$ cat config.mk
export PLATFORM = sky130hd
export DESIGN_NAME = spi_slave
export DESIGN_NICKNAME = d
export VERILOG_FILES = /design/src/rtl/spi_pkg.sv /design/src/rtl/spi_tx_shifter.sv /design/src/rtl/spi_slave.sv
export SDC_FILE = /design/constraint.sdc
export NUM_CORES = 1
export LEC_CHECK = 0
export CORE_MARGIN = 2
export CORE_UTILIZATION = 30
export DETAILED_ROUTE_END_ITERATION = 6
export PLACE_DENSITY = 0.49
export SKIP_LAST_GASP = 1
export SLEW_MARGIN = 20
export SYNTH_ARGS = -nofsm -noshare
export SYNTH_HDL_FRONTEND = slang
export SYNTH_SLANG_ARGS = --single-unit
$ cat constraint.sdc
create_clock -name clk -period 2.8 [get_ports clk]
set_input_delay 0.84 -clock clk [delete_from_list [all_inputs] [get_ports clk]]
set_output_delay 0.84 -clock clk [all_outputs]
set_load 0.01 [all_outputs]
$ cat src/rtl/spi_pkg.sv
// -----------------------------------------------------------------------------
// spi_pkg
// Shared definitions for the SPI slave front end of the command RAM wrapper:
//   - FSM state encoding
//   - frame command codes carried in frame bits [9:8]
//   - default frame / byte widths and read-wait timeout length
//   - helper that tracks whether a read address has been forwarded
// -----------------------------------------------------------------------------
package spi_pkg;

    localparam int RX_WIDTH_DEF       = 10;
    localparam int TX_WIDTH_DEF       = 8;
    localparam int TIMEOUT_CYCLES_DEF = 16;

    localparam logic [1:0] CMD_WR_ADDR = 2'b00;
    localparam logic [1:0] CMD_WR_DATA = 2'b01;
    localparam logic [1:0] CMD_RD_ADDR = 2'b10;
    localparam logic [1:0] CMD_RD_DATA = 2'b11;

    typedef enum logic [2:0] {
        IDLE      = 3'd0,
        CHK_CMD   = 3'd1,
        WRITE     = 3'd2,
        READ_ADD  = 3'd3,
        READ_DATA = 3'd4
    } spi_state_t;

    // A read-address frame arms the next read; a read-data frame consumes it.
    function automatic logic next_rd_addr_seen(input logic [1:0] cmd, input logic cur);
        logic nxt;
        case (cmd)
            CMD_RD_ADDR: nxt = 1'b1;
            CMD_RD_DATA: nxt = 1'b0;
            default:     nxt = cur;
        endcase
        return nxt;
    endfunction

endpackage

$ cat src/rtl/spi_tx_shifter.sv
// -----------------------------------------------------------------------------
// spi_tx_shifter
// Parallel-load, MSB-first shift-out register driving MISO.
//   clk, rst_n  : system clock, asynchronous active-low reset
//   clear       : synchronous clear of all state (frame ended)
//   load        : capture load_data; serial_out shows its MSB after this edge
//   load_data   : byte to send
//   serial_out  : registered serial bit, 0 when idle
//   done        : set once the last bit has been presented, held until
//                 the next load or clear
// -----------------------------------------------------------------------------
module spi_tx_shifter
#(
    parameter int WIDTH = 8
)(
    input  logic             clk,
    input  logic             rst_n,
    input  logic             clear,
    input  logic             load,
    input  logic [WIDTH-1:0] load_data,
    output logic             serial_out,
    output logic             done
);

    localparam int CNT_W = $clog2(WIDTH);

    logic [WIDTH-1:0] data_r;
    logic [CNT_W-1:0] cnt_r;
    logic             busy_r;
    logic             serial_r;
    logic             done_r;

    // Load / shift engine; the MSB goes out on the load edge itself so the
    // first serial bit appears without an extra cycle of latency.
    always_ff @(posedge clk or negedge rst_n) begin
        if (!rst_n) begin
            data_r   <= {WIDTH{1'b0}};
            cnt_r    <= {CNT_W{1'b0}};
            busy_r   <= 1'b0;
            serial_r <= 1'b0;
            done_r   <= 1'b0;
        end else if (clear) begin
            data_r   <= {WIDTH{1'b0}};
            cnt_r    <= {CNT_W{1'b0}};
            busy_r   <= 1'b0;
            serial_r <= 1'b0;
            done_r   <= 1'b0;
        end else if (load) begin
            serial_r <= load_data[WIDTH-1];
            data_r   <= {load_data[WIDTH-2:0], 1'b0};
            cnt_r    <= CNT_W'(WIDTH - 1);
            busy_r   <= 1'b1;
            done_r   <= 1'b0;
        end else if (busy_r) begin
            if (cnt_r != {CNT_W{1'b0}}) begin
                serial_r <= data_r[WIDTH-1];
                data_r   <= {data_r[WIDTH-2:0], 1'b0};
                cnt_r    <= cnt_r - CNT_W'(1);
            end else begin
                serial_r <= 1'b0;
                busy_r   <= 1'b0;
                done_r   <= 1'b1;
            end
        end else begin
            serial_r <= 1'b0;
        end
    end

    assign serial_out = serial_r;
    assign done       = done_r;

endmodule

$ cat src/rtl/spi_slave.sv
// -----------------------------------------------------------------------------
// spi_slave
// SPI slave front end for the single-port command RAM. The SPI bit clock is
// the system clock; SS_n frames each transaction.
//   clk, rst_n   : system clock, asynchronous active-low reset
//   SS_n, MOSI   : slave select (active low) and serial data in, MSB first
//   MISO         : serial read data out, MSB first, 0 when not sending
//   rx_data      : assembled 10-bit frame, valid with the rx_valid strobe
//   rx_valid     : one-cycle frame strobe to the RAM
//   tx_data      : read byte from the RAM
//   tx_valid     : read byte valid (level, may still be high from last read)
//   err_timeout  : sticky read-wait timeout flag
// Optional build macro SPI_SLAVE_TX_TIMEOUT_EN adds a watchdog on the wait for
// tx_valid; without it the slave waits indefinitely and err_timeout is 0.
// -----------------------------------------------------------------------------
module spi_slave
    import spi_pkg::*;
#(
    parameter int RX_WIDTH       = RX_WIDTH_DEF,
    parameter int TX_WIDTH       = TX_WIDTH_DEF,
    parameter int TIMEOUT_CYCLES = TIMEOUT_CYCLES_DEF
)(
    input  logic                clk,
    input  logic                rst_n,
    input  logic                SS_n,
    input  logic                MOSI,
    output logic                MISO,
    output logic [RX_WIDTH-1:0] rx_data,
    output logic                rx_valid,
    input  logic [TX_WIDTH-1:0] tx_data,
    input  logic                tx_valid,
    output logic                err_timeout
);

    // The bit counter doubles as the frame phase once all bits are in:
    //   PH_LAST  all RX_WIDTH bits shifted, forward on this edge
    //   PH_VALID rx_valid cycle; tx_valid here may be stale and is ignored
    //   PH_WAIT  waiting for tx_valid (read-data only)
    //   PH_SHIFT byte going out on MISO
    //   PH_HOLD  nothing more to do until SS_n rises
    localparam int CNT_W = $clog2(RX_WIDTH + 5);
    localparam logic [CNT_W-1:0] PH_LAST  = CNT_W'(RX_WIDTH);
    localparam logic [CNT_W-1:0] PH_VALID = CNT_W'(RX_WIDTH + 1);
    localparam logic [CNT_W-1:0] PH_WAIT  = CNT_W'(RX_WIDTH + 2);
    localparam logic [CNT_W-1:0] PH_SHIFT = CNT_W'(RX_WIDTH + 3);
    localparam logic [CNT_W-1:0] PH_HOLD  = CNT_W'(RX_WIDTH + 4);

    spi_state_t          state_r;
    logic [CNT_W-1:0]    bit_cnt_r;
    logic [RX_WIDTH-1:0] shift_r;
    logic [RX_WIDTH-1:0] rx_data_r;
    logic                rx_valid_r;
    logic                rd_addr_seen_r;

    logic                tx_load_s;
    logic                tx_clear_s;
    logic                tx_miso_s;
    logic                tx_done_s;

`ifdef SPI_SLAVE_TX_TIMEOUT_EN
    localparam int TMO_W = $clog2(TIMEOUT_CYCLES + 1);
    localparam logic [TMO_W-1:0] TMO_LAST = TMO_W'(TIMEOUT_CYCLES - 1);
    logic [TMO_W-1:0]    tmo_cnt_r;
    logic                err_timeout_r;
`else
    // The timeout length only matters when the watchdog is built in.
    logic                unused_tmo_s;
    assign unused_tmo_s = ^TIMEOUT_CYCLES;
`endif

    // Decode when the MISO shifter captures the RAM byte or is flushed.
    always_comb begin
        tx_load_s  = 1'b0;
        tx_clear_s = 1'b0;
        if (SS_n) begin
            tx_clear_s = 1'b1;
        end else if ((state_r == READ_DATA) && (bit_cnt_r == PH_WAIT) && tx_valid) begin
            tx_load_s = 1'b1;
        end else begin
            tx_load_s  = 1'b0;
            tx_clear_s = 1'b0;
        end
    end

    // Frame FSM: command decode, deserialisation, forwarding and read wait.
    always_ff @(posedge clk or negedge rst_n) begin
        if (!rst_n) begin
            state_r        <= IDLE;
            bit_cnt_r      <= {CNT_W{1'b0}};
            shift_r        <= {RX_WIDTH{1'b0}};
            rx_data_r      <= {RX_WIDTH{1'b0}};
            rx_valid_r     <= 1'b0;
            rd_addr_seen_r <= 1'b0;
`ifdef SPI_SLAVE_TX_TIMEOUT_EN
            tmo_cnt_r      <= {TMO_W{1'b0}};
            err_timeout_r  <= 1'b0;
`endif
        end else begin
            rx_valid_r <= 1'b0;
            if (SS_n) begin
                // Frame aborted or finished: drop partial data, keep rd_addr_seen.
                state_r   <= IDLE;
                bit_cnt_r <= {CNT_W{1'b0}};
                shift_r   <= {RX_WIDTH{1'b0}};
`ifdef SPI_SLAVE_TX_TIMEOUT_EN
                tmo_cnt_r <= {TMO_W{1'b0}};
`endif
            end else begin
                case (state_r)
                    IDLE: begin
                        state_r   <= CHK_CMD;
                        bit_cnt_r <= {CNT_W{1'b0}};
                        shift_r   <= {RX_WIDTH{1'b0}};
`ifdef SPI_SLAVE_TX_TIMEOUT_EN
                        tmo_cnt_r     <= {TMO_W{1'b0}};
                        err_timeout_r <= 1'b0;
`endif
                    end
                    CHK_CMD: begin
                        // First MOSI bit is frame bit 9 and picks the branch.
                        shift_r   <= {{(RX_WIDTH-1){1'b0}}, MOSI};
                        bit_cnt_r <= CNT_W'(1);
                        if (!MOSI) begin
                            state_r <= WRITE;
                        end else if (rd_addr_seen_r) begin
                            state_r <= READ_DATA;
                        end else begin
                            state_r <= READ_ADD;
                        end
                    end
                    WRITE, READ_ADD, READ_DATA: begin
                        if (bit_cnt_r < PH_LAST) begin
                            shift_r   <= {shift_r[RX_WIDTH-2:0], MOSI};
                            bit_cnt_r <= bit_cnt_r + CNT_W'(1);
                        end else if (bit_cnt_r == PH_LAST) begin
                            rx_data_r      <= shift_r;
                            rx_valid_r     <= 1'b1;
                            rd_addr_seen_r <= next_rd_addr_seen(shift_r[RX_WIDTH-1 -: 2],
                                                                rd_addr_seen_r);
                            bit_cnt_r      <= PH_VALID;
                        end else if (state_r == READ_DATA) begin
                            if (bit_cnt_r == PH_VALID) begin
                                bit_cnt_r <= PH_WAIT;
                            end else if (bit_cnt_r == PH_WAIT) begin
                                if (tx_valid) begin
                                    bit_cnt_r <= PH_SHIFT;
                                end else begin
`ifdef SPI_SLAVE_TX_TIMEOUT_EN
                                    if (tmo_cnt_r == TMO_LAST) begin
                                        err_timeout_r <= 1'b1;
                                        bit_cnt_r     <= PH_HOLD;
                                    end else begin
                                        tmo_cnt_r <= tmo_cnt_r + TMO_W'(1);
                                    end
`else
                                    bit_cnt_r <= PH_WAIT;
`endif
                                end
                            end else if ((bit_cnt_r == PH_SHIFT) && tx_done_s) begin
                                bit_cnt_r <= PH_HOLD;
                            end else begin
                                bit_cnt_r <= bit_cnt_r;
                            end
                        end else begin
                            // Write / read-address frames hold after forwarding.
                            bit_cnt_r <= bit_cnt_r;
                        end
                    end
                    default: begin
                        state_r   <= IDLE;
                        bit_cnt_r <= {CNT_W{1'b0}};
                        shift_r   <= {RX_WIDTH{1'b0}};
                    end
                endcase
            end
        end
    end

    spi_tx_shifter #(
        .WIDTH      (TX_WIDTH)
    ) u_tx_shifter (
        .clk        (clk),
        .rst_n      (rst_n),
        .clear      (tx_clear_s),
        .load       (tx_load_s),
        .load_data  (tx_data),
        .serial_out (tx_miso_s),
        .done       (tx_done_s)
    );

    assign MISO     = tx_miso_s;
    assign rx_data  = rx_data_r;
    assign rx_valid = rx_valid_r;
`ifdef SPI_SLAVE_TX_TIMEOUT_EN
    assign err_timeout = err_timeout_r;
`else
    assign err_timeout = 1'b0;
`endif

endmodule

* Word-level counts from Yosys, hierarchy flattened
Index checks and enable logic that the tools add are counted.
** Cells by class
- Reduce and logical (&&, ||, !) cells :: 14
- Bitwise logic cells :: 2
- Equality and inequality tests :: 15
- Order comparisons :: 1
- Add/subtract/negate cells :: 2
- Div/mod/pow operators :: 0
- Mux-type cells :: 44
- Shifts and indexed selects :: 0
- $mul :: 0
** Operator list (number)
- 8-bit two-way mux :: 4
- 4-bit two-way mux :: 7
- 3-bit two-way mux :: 7
- 1-bit two-way mux :: 20
- 10-bit two-way mux :: 2
- 10-bit one-hot mux with 2 select lines :: 1
- 4-bit equality test, second input constant :: 4
- 3-bit one-hot mux with 3 select lines :: 1
- 3-bit nonzero test :: 3
- 4-bit one-hot mux with 2 select lines :: 1
- 7-bit != test, second input constant :: 1
- 3-bit by 2-bit equality test with 1-bit output, second input constant :: 2
- 3-bit != test, second input constant :: 2
- 2-bit AND reduction :: 3
- 5-bit != test, second input constant :: 1
- 5-bit AND reduction :: 1
- 4-bit by 1-bit adder with 4-bit output, second input constant :: 1
- 2-bit equality test, second input constant :: 2
- 4-bit < comparator, second input constant :: 1
- 4-bit AND reduction :: 1
- 3-bit by 1-bit equality test with 1-bit output, second input constant :: 1
- 3-bit equality test, second input constant :: 1
- 1-bit logical AND :: 3
- 3-bit logical NOT :: 1
- 6 further kinds :: 7
** Storage, ports and cells
- Input port bits :: 13
- Bits in writable memories :: 0
- Memories :: 0
- Output and inout bits :: 13
- Latch bits :: 0
- Register bits :: 43
- Word-level logic and storage cells :: 89
- Memory bits (read-only) :: 0

* Depth between registers and ports, before layout
- Depth in word-level cells :: 10
- Gate-level depth with buffers :: 8
- Depth with buffers taken out :: 7

* By module
A second synthesis with hierarchy kept.
** Second synthesis, totals
- Cells, all modules :: 207
- Area total of the unflattened synthesis :: 2159.6 µm²
** By module, submodules not included
- spi_slave :: seq. area each 725.7 µm², area each 1431.4 µm², cells each 138, times used 1
- spi_tx_shifter :: seq. area each 325.3 µm², area each 728.2 µm², cells each 69, times used 1

* Worst setup path after synthesis
OpenSTA, ideal clock, no wires.
- Path type :: input -> register
- From :: input port SS_n
- To :: register rx_data_r[1] (netlist: rx_data[1])
- Arrival :: 1.712 ns
- Stages on the path :: 4
- Setup slack :: 0.963 ns
- Required time :: 2.675 ns
- Buffers on the path :: 1
- Library setup time :: 0.125 ns
- Cells stage by stage :: nand2b_1 -> a211o_1 -> buf_6 -> mux2_4
** On the way
- Cells in the longest elaborated chain, start to end :: 2
** Ends and longest elaborated chain
- start: declaration :: line spi_slave.sv:25 : input logic SS_n,
- 1-bit inverter (no line)
- 4-bit AND reduction (no line)
- end signal: assignment :: line spi_slave.sv:91 : rx_data_r <= {RX_WIDTH{1'b0}};
- end signal: assignment :: line spi_slave.sv:136 : rx_data_r <= shift_r;
- end: declaration :: line spi_slave.sv:51 : logic [RX_WIDTH-1:0] rx_data_r;
No other way between the ends.
A chain may end at the register's enable or synchronous reset.

* Final worst setup path
- From :: input port SS_n
- To :: register rx_data_r[0] (netlist: rx_data[0])
The elaborated chain is that of the path after synthesis.

==> reports/qor.yml <==
status: "completed"
viasPerCell: 4.83
dpl.hpwl_um: 2630
fin_util_pct: 36.6
yosysWarnings: 0
synth-async-reset-ratio_pct: 100
vdd_ir_drop_max_uv: 154
drtIter0Drc: 48
drc: 0
fin_skew_ps: 5.95
syn_to_final_growth_pct: 18.4
nFillCells: 697
crit_arrival_ps: 2340
ctsHoldBuffers: 0
path_class: "in2reg"
drt-total-wl_um: 3970
r2r-start: "bit_cnt_r[1]"
grt_pass1_vias: 1443
period_share_pct: 77.1
clk_path_buf_depth: 2
ys_ff_latch: 42
cp_cell_sequence: "clkdlybuf4s50_1 > nand2b_1 > a211o_1 > mux2_2"
postCtsSetupBuffers: 0
synth-edff-count: 0
synth_most_common_cell: "dfrtp_1"
fin_area_sq_um: 2470
clockRootBuffer: "clkbuf_8"
slowest_delay_ps: 500
track_usage_pct: 11.6
netlist_top_cells_count: "dfrtp_1, nand2_1, a21oi_1, nor2_1"
antenna_cells: 0
max-slew-margin-rel_pct: 52.7
fmaxAchievable_mhz: 463
firstDrtPassIters: 4
power_leakage_nw: 1.06
core-area_sq_um: 6760
vias: 1506
start_util_pct: 30.9
min_from: "rx_data[9]"
yosysSeqAreaShare_pct: 50.4
power.density_nw_per_um2: 459
htreeDepth: 2
final.setup.tns_ps: 0
regArea_sq_um: 1050
nets: 250
synth.top_cells.by_area: "dfrtp_1, nand2_1, mux2_4"
netlist.area_leader.share_pct: 50.4
grt_overflow_total: 0
synth.cell_area_sq_um: 2090
cp-startpoint: "SS_n"
die_w_um: 87.4
setup_violations: 0
worst_pin_slew_ps: 704
clkLatencyLatePin_ps: 290
drv_cap: 0
cp_slowest_cell: "a211o_1"
rsz0062_at_grt: "false"
timing.critical_path.buf_inv: 1
syn_inst: 211
final_antenna_net_count: 0
end_kind: "flop"
whs_ps: 498
cts_resized: 0
hold_class: "reg2reg"
clock_sinks: 42
grt_max_degree: 43
antenna_found_initial: 0
cts.reportedPaths.clkPinSlew_ps: 80
place_area_sq_um: 2380
yosys.area.top_type: "dfrtp_1"
boundaryPins: 26
syn_avg_cell_area_sq_um: 9.89
grt_pass1_wl_um: 7000
cp_max_fo: 11
rows: 30
place_congestion: 0.785
drv_slew: 0
power_mw: 1.13
synth_cell_types: 44
multi_input_area_sq_um: 917
hold_viol: 0
synth-main-ff-cell: "dfrtp_1"
cts_tree: "done"
crit_family: "compound AO/OA/AOI/OAI gates"
cp.required_ps: 2980
post-route-min-period_ps: 2160
syn-num-nets: 230
startpoint_type: "input pin"
die_area_sq_um: 7640
drive_gt1_share_pct: 11.2
port_buffers: 24
routedWlPerCell_um: 12.7
die_h_um: 87.4
numCtsBuffers: 5
power by group:
| part | internal, mW | total, mW | switching (mW) |
|---|---|---|---|
| combinational | 0.0428 | 0.0927 | 0.0499 |
| sequential | 0.615 | 0.632 | 0.0170 |
| clock | 0.198 | 0.408 | 0.210 |
| total | 0.856 | 1.13 | 0.277 |
worst reg2reg max path, cell delays in order (launching register included):
cell      delay [ps]
dfrtp_1          540
inv_1            130
ha_1             240
nand4_1          170
or2_1            510
nor2_1           100
a311oi_1         260
cells by family (layout without fill, tap and decap cells):
logic type	Yosys count	after routing	synth area share, %
and+or+nand+nor	77	77	16.7
buffers and inverters	23	44	5.70
DFF	42	42	50.4
adders and majority gates	6	6	3.60
other	1	1	0.180
xor gates and xnor gates	2	2	0.839
AOI/OAI and AO/OA	48	48	14.9
muxes	12	12	7.79
cells in the final DEF (no fill, tap or decap), types with 2 or more instances in the layout:
master,count
dfrtp_1,42
nand2_1,39
clkdlybuf4s50_1,23
a21oi_1,21
nor2_1,14
inv_1,8
mux2_4,8
a311oi_1,6
ha_1,6
clkbuf_8,6
nand3_1,5
o21ai_0,5
nand2b_1,4
nor2b_1,3
nor3_1,3
a31oi_1,3
buf_4,3
nor3b_1,2
a21o_1,2
mux2i_1,2
mux2_2,2
path summary, 6_finish.rpt:
path                                          end  slack, ps  cells after the start
max                                    rx_data[0]        640                      4
min                                    rx_data[9]        500                      1
max reg2reg                u_tx_shifter.data_r[7]        750                      6
min reg2reg                            rx_data[9]        500                      1
max in group asynchronous  u_tx_shifter.data_r[5]       2080                      2
min in group asynchronous                rx_valid        510                      2
area by class of cell:
| class | instances | area share [%] |
|---|---|---|
| Inverter | 8 | 1.22 |
| Sequential cell | 42 | 42.5 |
| Clock buffer | 6 | 3.34 |
| Timing Repair Buffer | 28 | 11.2 |
| Tap cell | 80 | 4.05 |
| Clock inverter | 2 | 0.506 |
| Multi-Input combinational cell | 146 | 37.1 |
routing by layer:
| metal | up-vias | wire length [um] | track usage [%] |
|---|---|---|---|
| met5 | - | 0 | 0 |
| met4 | 0 | 27 | 3.78 |
| met3 | 2 | 153 | 2.56 |
| met2 | 33 | 1750 | 17.2 |
| met1 | 707 | 2040 | 16.7 |
| li1 | 764 | - | - |
flip-flops by register name, summed over array words and instances (netlist names):
name / flops
bit_cnt_r: 4
rd_addr_seen_r: 1
rx_data: 10
rx_valid: 1
shift_r: 10
state_r: 3
u_tx_shifter.busy_r: 1
u_tx_shifter.cnt_r: 3
u_tx_shifter.data_r: 7
u_tx_shifter.done: 1
u_tx_shifter.serial_out: 1
metrics by stage:
| stage | setup slack (ps) | instances |
|---|---|---|
| after floorplan | 963 | 211 |
| after global placement | 356 | 304 |
| after detailed placement | 318 | 304 |
| after CTS | 626 | 312 |
| after global routing | 491 | 312 |
| final | 642 | 312 |
(Power assumes the default switching activity.)
